<file path="src/rtl/uart_rx.sv">
// UART receiver: start-bit detect, mid-bit sampling, 7/8 data bits, optional parity, 1/2 stop bits.
// Optional 2-flop input synchroniser enabled by defining UART_RX_SYNC_EN.
module uart_rx #(
  parameter int CLK_HZ = 50_000_000
) (
  input  logic       clock,
  input  logic       rst,
  input  logic [1:0] buad_rate,
  input  logic [1:0] parity_type,
  input  logic       stop_bits,
  input  logic       data_length,
  input  logic       data_in,
  output logic [7:0] data_out,
  output logic       rx_active,
  output logic       rx_done,
  output logic       parity_error,
  output logic       stop_error
);

  // state  | meaning
  // IDLE   | line idle, waiting for a falling edge
  // START  | half-period wait, then confirm the start bit is still low
  // DATA   | sample and shift in data bits, LSB first
  // PARITY | sample and check the parity bit
  // STOP   | sample one or two stop bits
  // DONE   | one-cycle delivery of the received byte
  typedef enum logic [2:0] {IDLE, START, DATA, PARITY, STOP, DONE} state_t;

  // Bit periods rounded to the nearest clock count
  localparam int P_2400  = (CLK_HZ + 1200) / 2400;
  localparam int P_4800  = (CLK_HZ + 2400) / 4800;
  localparam int P_9600  = (CLK_HZ + 4800) / 9600;
  localparam int P_19200 = (CLK_HZ + 9600) / 19200;

  localparam logic [14:0] PM1_2400  = 15'(P_2400 - 1);
  localparam logic [14:0] PM1_4800  = 15'(P_4800 - 1);
  localparam logic [14:0] PM1_9600  = 15'(P_9600 - 1);
  localparam logic [14:0] PM1_19200 = 15'(P_19200 - 1);
  localparam logic [14:0] HM1_2400  = 15'(P_2400 / 2 - 1);
  localparam logic [14:0] HM1_4800  = 15'(P_4800 / 2 - 1);
  localparam logic [14:0] HM1_9600  = 15'(P_9600 / 2 - 1);
  localparam logic [14:0] HM1_19200 = 15'(P_19200 / 2 - 1);

  function automatic logic [14:0] period_m1(input logic [1:0] sel);
    logic [14:0] v;
    case (sel)
      2'b00:   v = PM1_2400;
      2'b01:   v = PM1_4800;
      2'b10:   v = PM1_9600;
      default: v = PM1_19200;
    endcase
    return v;
  endfunction

  function automatic logic [14:0] half_m1(input logic [1:0] sel);
    logic [14:0] v;
    case (sel)
      2'b00:   v = HM1_2400;
      2'b01:   v = HM1_4800;
      2'b10:   v = HM1_9600;
      default: v = HM1_19200;
    endcase
    return v;
  endfunction

  state_t      state, state_next;
  logic        line;
  logic        prev_line;
  logic [14:0] tmr;
  logic        tmr_tc;
  logic        tmr_load;
  logic [14:0] tmr_val;

  logic [1:0]  cfg_baud;
  logic [1:0]  cfg_par;
  logic        cfg_stop2;
  logic        cfg_len8;

  logic [7:0]  shift_q;
  logic        par_acc;
  logic [2:0]  bit_cnt;
  logic        stop_cnt;

  logic        capture;
  logic        shift_en;
  logic        par_chk;
  logic        stop_chk;
  logic        deliver;
  logic        last_bit;
  logic        last_stop;
  logic        par_en;
  logic        par_bad;

`ifdef UART_RX_SYNC_EN
  logic [1:0] sync_q;

  always_ff @(posedge clock or negedge rst) begin
    if (!rst) sync_q <= 2'b11;
    else      sync_q <= {sync_q[0], data_in};
  end

  assign line = sync_q[1];
`else
  assign line = data_in;
`endif

  // Held through DONE so a falling edge landing there is still seen in IDLE
  always_ff @(posedge clock or negedge rst) begin
    if (!rst)               prev_line <= 1'b1;
    else if (state != DONE) prev_line <= line;
  end

  always_ff @(posedge clock or negedge rst) begin
    if (!rst)              tmr <= '0;
    else if (tmr_load)     tmr <= tmr_val;
    else if (tmr != '0)    tmr <= tmr - 15'd1;
  end

  assign tmr_tc    = (tmr == '0);
  assign last_bit  = (bit_cnt == (cfg_len8 ? 3'd7 : 3'd6));
  assign last_stop = !cfg_stop2 || stop_cnt;
  assign par_en    = ^cfg_par;
  assign par_bad   = (cfg_par == 2'b01) ? ~(par_acc ^ line) : (par_acc ^ line);

  always_ff @(posedge clock or negedge rst) begin
    if (!rst) state <= IDLE;
    else      state <= state_next;
  end

  always_comb begin
    state_next = state;
    tmr_load   = 1'b0;
    tmr_val    = period_m1(cfg_baud);
    capture    = 1'b0;
    shift_en   = 1'b0;
    par_chk    = 1'b0;
    stop_chk   = 1'b0;
    deliver    = 1'b0;
    case (state)
      IDLE: begin
        if (prev_line && !line) begin
          capture    = 1'b1;
          tmr_load   = 1'b1;
          tmr_val    = half_m1(buad_rate);
          state_next = START;
        end
      end
      START: begin
        if (tmr_tc) begin
          if (!line) begin
            tmr_load   = 1'b1;
            state_next = DATA;
          end else begin
            state_next = IDLE;
          end
        end
      end
      DATA: begin
        if (tmr_tc) begin
          shift_en = 1'b1;
          tmr_load = 1'b1;
          if (last_bit) state_next = par_en ? PARITY : STOP;
        end
      end
      PARITY: begin
        if (tmr_tc) begin
          par_chk    = 1'b1;
          tmr_load   = 1'b1;
          state_next = STOP;
        end
      end
      STOP: begin
        if (tmr_tc) begin
          stop_chk = 1'b1;
          if (last_stop) begin
            deliver    = 1'b1;
            state_next = DONE;
          end else begin
            tmr_load = 1'b1;
          end
        end
      end
      DONE:    state_next = IDLE;
      default: state_next = IDLE;
    endcase
  end

  always_ff @(posedge clock or negedge rst) begin
    if (!rst) begin
      cfg_baud     <= 2'b00;
      cfg_par      <= 2'b00;
      cfg_stop2    <= 1'b0;
      cfg_len8     <= 1'b0;
      shift_q      <= '0;
      par_acc      <= 1'b0;
      bit_cnt      <= '0;
      stop_cnt     <= 1'b0;
      parity_error <= 1'b0;
      stop_error   <= 1'b0;
      data_out     <= '0;
    end else begin
      if (capture) begin
        cfg_baud     <= buad_rate;
        cfg_par      <= parity_type;
        cfg_stop2    <= stop_bits;
        cfg_len8     <= data_length;
        shift_q      <= '0;
        par_acc      <= 1'b0;
        bit_cnt      <= '0;
        stop_cnt     <= 1'b0;
        parity_error <= 1'b0;
        stop_error   <= 1'b0;
      end
      if (shift_en) begin
        shift_q <= {line, shift_q[7:1]};
        par_acc <= par_acc ^ line;
        bit_cnt <= bit_cnt + 3'd1;
      end
      if (par_chk && par_bad) parity_error <= 1'b1;
      if (stop_chk) begin
        stop_cnt <= 1'b1;
        if (!line) stop_error <= 1'b1;
      end
      // A 7-bit frame leaves its data in the upper seven shift bits
      if (deliver) data_out <= cfg_len8 ? shift_q : {1'b0, shift_q[7:1]};
    end
  end

  always_ff @(posedge clock or negedge rst) begin
    if (!rst) begin
      rx_active <= 1'b0;
      rx_done   <= 1'b0;
    end else begin
      rx_active <= (state_next == START) || (state_next == DATA) ||
                   (state_next == PARITY) || (state_next == STOP);
      rx_done   <= (state_next == DONE);
    end
  end

endmodule

</file>
<file path="config.mk">
export PLATFORM = sky130hd
export DESIGN_NAME = uart_rx
export DESIGN_NICKNAME = d
export VERILOG_FILES = /design/src/rtl/uart_rx.sv
export SDC_FILE = /design/constraint.sdc
export NUM_CORES = 1
export LEC_CHECK = 0
export BUFFER_PORTS_ARGS = -buffer_cell sky130_fd_sc_hd__buf_2
export CORE_MARGIN = 3
export CORE_UTILIZATION = 50
export CTS_CLUSTER_DIAMETER = 60
export CTS_CLUSTER_SIZE = 24
export DETAILED_ROUTE_END_ITERATION = 10
export HOLD_SLACK_MARGIN = 0.15
export PLACE_DENSITY_LB_ADDON = 0.2
export SYNTH_ARGS = -nofsm -noshare
export SYNTH_HDL_FRONTEND = slang
export SYNTH_SLANG_ARGS = --single-unit
</file>
<file path="constraint.sdc">
create_clock -name clock -period 2.3 [get_ports clock]
set_input_delay 0.46 -clock clock [delete_from_list [all_inputs] [get_ports clock]]
set_output_delay 0.46 -clock clock [all_outputs]
set_load 0.005 [all_outputs]
</file>
# [Yosys cells after proc, flatten, opt, wreduce, memory -nomap -nowiden]
# Index checks and enable logic that the tools add are counted.
[word_totals] register_bits=50 output_inout_bits=12
[op_classes] n_reduce_logical=19 addsub=2 eq_ne=16 mux=44 n_bitwise=2
[op_table] operator="$mux 15" count=4
[op_table] operator="$pmux 15 s3" count=1
[op_table] operator="$pmux 14 s3" count=1
[op_table] operator="$mux 3" count=10
[op_table] operator="$mux 8" count=3
[op_table] operator="$mux 1" count=22
[op_table] operator="$logic_not 15->1" count=1
[op_table] operator="$pmux 3 s5" count=1
[op_table] operator="$reduce_bool 15->1" count=1
[op_table] operator="$sub 15x1->15 const B" count=1
[op_table] operator="$eq 3x2->1 const B" count=4
[op_table] operator="$eq 3x3->1 const B" count=3
[op_table] operator="$reduce_bool 2->1" count=4
[op_table] operator="$eq 2x1->1 const B" count=3
[op_table] operator="$eq 3x1->1 const B" count=2
[op_table] operator="$eq 2x2->1 const B" count=2
[op_table] operator="$logic_not 2->1" count=2
[op_table] operator="$logic_or 1x1->1" count=4
[op_table] operator="$pmux 1 s4" count=1
[op_table] operator="$add 3x1->3 const B" count=1
[op_table] operator="$eq 3x3->1" count=1
[op_table] operator="$logic_not 3->1" count=1
[op_table] operator="$ne 3x3->1 const B" count=1
[op_table] operator="$logic_and 1x1->1" count=2
[op_table] operator="other kinds (6)" count=7

# [Longest topological paths before layout]
[depth] depth_word=9 mapped_depth=8

# [Least setup slack after synthesis]
# Ideal clock, no wire load.
[synth_timing] path_kind="register to register" from="register tmr[0]" to="register rx_active" setup_ps=143 path_slack_ps=481 t_arrival_ps=1677 stages_incl_launch_ff=8 required_ps=2157 cell_sequence="dfrtp_1 > inv_1 > ha_1 > nor4b_2 > nand4_4 > nor3_4 > buf_6 > a41oi_1"
[synth_between] elab_chain_cells=7
[synth_rtl] element="start: declaration" line_no="69" text="logic [14:0] tmr;"
[synth_rtl] element="start signal: assignment" line_no="115" text="else if (tmr_load) tmr <= tmr_val;"
[synth_rtl] element="start signal: assignment" line_no="116" text="else if (tmr != '0) tmr <= tmr - 15'd1;"
[synth_rtl] element="$logic_not 15->1 (*)" line_no="119" text="assign tmr_tc = (tmr == '0);"
[synth_rtl] element="$mux 3, on equally long branches"
[synth_rtl] element="$pmux 3 s5 (*)" line_no="139" text="case (state)"
[synth_rtl] element="$eq 3x1->1 / $eq 3x2->1 (equally long branches)" line_no="234" text="rx_active <= (state_next == START) || (state_next == DATA) ||"
[synth_rtl] element="$logic_or 1x1->1 (2 in series)" line_no="234"
[synth_rtl] element="$logic_or 1x1->1 (*)" line_no="235" text="(state_next == PARITY) || (state_next == STOP);"
[synth_rtl] element="end signal: assignment" line_no="234"
[synth_rtl] element="end: declaration" line_no="14" text="output logic rx_active,"
# Mark *: on every way between the ends. The rest lies on a longest branch, timed or not.
# A chain may end at the register's enable or synchronous reset.

# [Worst setup path after layout]
[layout_timing] from="register tmr[0]" to="register tmr[0]"
[layout_between] elab_chain_cells=4
[layout_rtl] element="parallel branches: the longest is 4 deep, another holds $sub 15x1->15"
# Parallel ways; which one is timed is not known. The select of a mux whose other input is x is not followed.

==> impl_metrics.tcl <==
set metrics [dict create \
    crit_fanout 14 \
    antenna_found_initial 0 \
    internal_power_uw 1105 \
    r2r_slack_ns 0.22 \
    endpoint_kind "register" \
    synthFlopType "dfrtp_1" \
    arrival_ns 2.28 \
    grt_usage 0.1908 \
    rows 26 \
    syn_inst 278 \
    slowest_stage "dfrtp_1" \
    synth.avg_cell_area_sq_um 9.776 \
    power_switching_uw 318.0 \
    yosysWarnings 0 \
    combPwrFrac 0.024 \
    netSwitchingFraction 0.2235 \
    port_buffers 20 \
    grt_max_degree 51 \
    yosysSeqAreaShare 0.4609 \
    core_area_sq_um 5172 \
    grt_pass1_wl_microns 9404 \
    p_clk_frac 0.356 \
    synth_area_leaders "dfrtp_1, nand2_1, mux2i_1" \
    n_antenna_cell 0 \
    ios 21 \
    cts-htree-levels 2 \
    grt_pass1_vias 1954 \
    netlist_area_sq_um 2718 \
    place_congestion 0.8483 \
    synth.largest_area_cell "dfrtp_1" \
    tns_ns 0 \
    synth_fp_nets 296 \
    endpoint "tmr[0]" \
    via_per_inst 5.436 \
    fin_nets 323 \
    cts_tree "built" \
    path_clk_slew_ns 0.09 \
    syn_to_final_growth_pct 11.19 \
    period_share 0.9034 \
    clk_path_buf_depth 2 \
    drive_gt1_frac 0.2026 \
    r2r_start "tmr[0]" \
    worst_ep_required_time_ns 2.50 \
    post-synth-top-area-fraction 0.4512 \
    clock_latency_ns 0.30 \
    fin_crit_ns 2.078 \
    worstSetupPathType "reg2reg" \
    cts_setup_buffers 0 \
    drtPass1Iterations 4 \
    cp-startpoint "tmr[0]" \
    rsz0062_at_grt "no" \
    overflow 0 \
    initial_core_util 0.5254 \
    fp.dieH_microns 79.73 \
    timing.fmax_ghz 0.4813 \
    drtIter0Drc 118 \
    ant_nets 0 \
    p_per_area_nw_per_um2 470.8 \
    drc 0 \
    maxCapViolCount 0 \
    critPathMaxStageDelay_ns 0.44 \
    finalHoldViolations 0 \
    drv_slew 0 \
    synth-seq-cells 50 \
    cts_made_buffers 5 \
    synth_edf_count 0 \
    hp-class "in2async" \
    via_count 2044 \
    cp-start-kind "register" \
    wl_per_cell_microns 14.37 \
    crit_chain "inv_1, ha_1, nor4b_2, nand4_4, buf_4, nor3_1, a21oi_1, a21o_1" \
    seqPwrFrac 0.620 \
    die_w_microns 79.73 \
    dpl.hpwl_microns 3951 \
    ir_drop_v 0.0002533 \
    hold_buffers 0 \
    fin_skew_ns 0.004948 \
    totalWireLength_microns 5403 \
    cts_sinks 50 \
    synthArstFlopShare 1.000 \
    setup_viol 0 \
    die_area_sq_um 6356 \
    synth_cell_types 54 \
    hold_ws_ns 0.2441 \
    tightest_slew_ns 0.6170 \
    slew-limit-headroom 0.5886 \
    r2r_end "tmr[0]" \
    outcome "complete, no violations" \
    leakage_uw 0.001358 \
    r2r_cells 8 \
    cts_root_buf "clkbuf_8" \
]
## power groups by stage
stage | Sequential [uW] | Combinational [uW] | Clock (uW)
finish | 882 | 34.3 | 506
global route | 882 | 40.0 | 556
floorplan | 899 | 6.71 | 0
global placement | 899 | 35.9 | 0
CTS | 882 | 36.2 | 526
detailed placement | 899 | 36.1 | 0
## through the flow
stage	cell area, sq um	setup slack, ns	util	power (uW)	std cells
after floorplan	2718	0.4806	-	906.1	278
after global placement	2929	0.2947	0.5663	934.9	368
after detailed placement	2929	0.2108	0.5663	935.2	368
after CTS	3019	0.1856	0.5837	1444	376
after global routing	3022	0.09048	0.5842	1479	376
final	3022	0.2221	0.5842	1423	376
## worst max-delay path: cells and delay by family, from the launching register on
| kind | cells | cell delay (ns) |
|---|---|---|
| simple gates | 3 | 0.76 |
| flops | 1 | 0.44 |
| buf+inv | 2 | 0.38 |
| compound gates | 2 | 0.26 |
| fa+ha+maj | 1 | 0.14 |
## cell families (layout without fill, tap and decap cells)
family                   after synthesis  count (layout)  synth area share
multiplexers                          15              15           0.05617
buffers and inverters                 20              48           0.03683
XOR/XNOR                              15              15           0.04834
AND/OR/NAND/NOR                      109             109            0.2081
adder cells (fa/ha/maj)                9               9           0.04144
flip-flops                            50              50            0.4609
AO/OA/AOI/OAI                         60              60            0.1483
## sequential cells by signal, summed over array words and instances (netlist names), 2 cells and up
| signal | cells |
|---|---|
| bit_cnt | 3 |
| cfg_par | 2 |
| data_out | 8 |
| cfg_baud | 2 |
| shift_q | 8 |
| state | 3 |
| tmr | 15 |
## timing repair
item | CTS | global route
hold endpoints to repair | 0 | 0
gates resized for setup | 0 | 1
endpoints found under the setup margin | 0 | 3
## synthesized netlist by cell type, types with 2 or more instances
master    count
o22ai_1       3
nor2_1       18
o21ai_0      19
xor2_1        5
dfrtp_1      49
nor3b_1       3
mux2_2        2
a21oi_2       7
mux2i_1      13
nor4_1        3
nand3_1       8
buf_6         2
a41oi_1       2
buf_2         5
o21ai_1       3
nand2_1      49
nor3_1        7
nor2b_1       3
nand2b_1      2
a21oi_1       8
xnor2_1      10
nand4_1       2
clkbuf_1      5
ha_1          9
and2_1        2
inv_1         7
o31ai_1       5
## routing by layer
| metal | share of wire | track usage | wire [microns] |
|---|---|---|---|
| met1 | 0.48 | 0.2688 | 2593 |
| met2 | 0.47 | 0.2972 | 2545 |
| met3 | 0.035 | 0.03047 | 189 |
| met4 | 0.014 | 0.06873 | 75 |
| met5 | 0 | 0 | 0 |
## layout by cell type (no fill, tap or decap), types with 3 or more instances in the layout
cell | Yosys | layout
a21oi_1 | 8 | 8
a21oi_2 | 7 | 7
buf_2 | 5 | 20
buf_4 | 1 | 13
clkbuf_8 | 0 | 5
dfrtp_1 | 49 | 49
ha_1 | 9 | 9
inv_1 | 7 | 7
mux2i_1 | 13 | 13
nand2_1 | 49 | 49
nand3_1 | 8 | 8
nor2_1 | 18 | 17
nor2b_1 | 3 | 3
nor3_1 | 7 | 7
nor3b_1 | 3 | 3
nor4_1 | 3 | 3
o21ai_0 | 19 | 19
o21ai_1 | 3 | 3
o22ai_1 | 3 | 3
o31ai_1 | 5 | 5
xnor2_1 | 10 | 10
xor2_1 | 5 | 5
## worst min path at each step
| stage | end | slack (ns) | cells after the start |
|---|---|---|---|
| floorplan | bit_cnt[0] | 0.16 | 0 |
| global placement | cfg_stop2 | 0.46 | 2 |
| detailed placement | stop_error | 0.47 | 2 |
| CTS | tmr[8] | 0.28 | 2 |
| global route | tmr[8] | 0.30 | 2 |
| finish | tmr[4] | 0.24 | 2 |
## layout make-up
cell class / count / area [sq um]
Timing Repair Buffer: 33 / 197.7
Tap cell: 70 / 87.58
Multi-Input combinational cell: 208 / 1368
Inverter: 7 / 26.28
Clock inverter: 3 / 21.27
Fill cell: 470 / 2151
Sequential cell: 50 / 1252
Clock buffer: 5 / 68.82
Power figures use the tool's default switching activity.
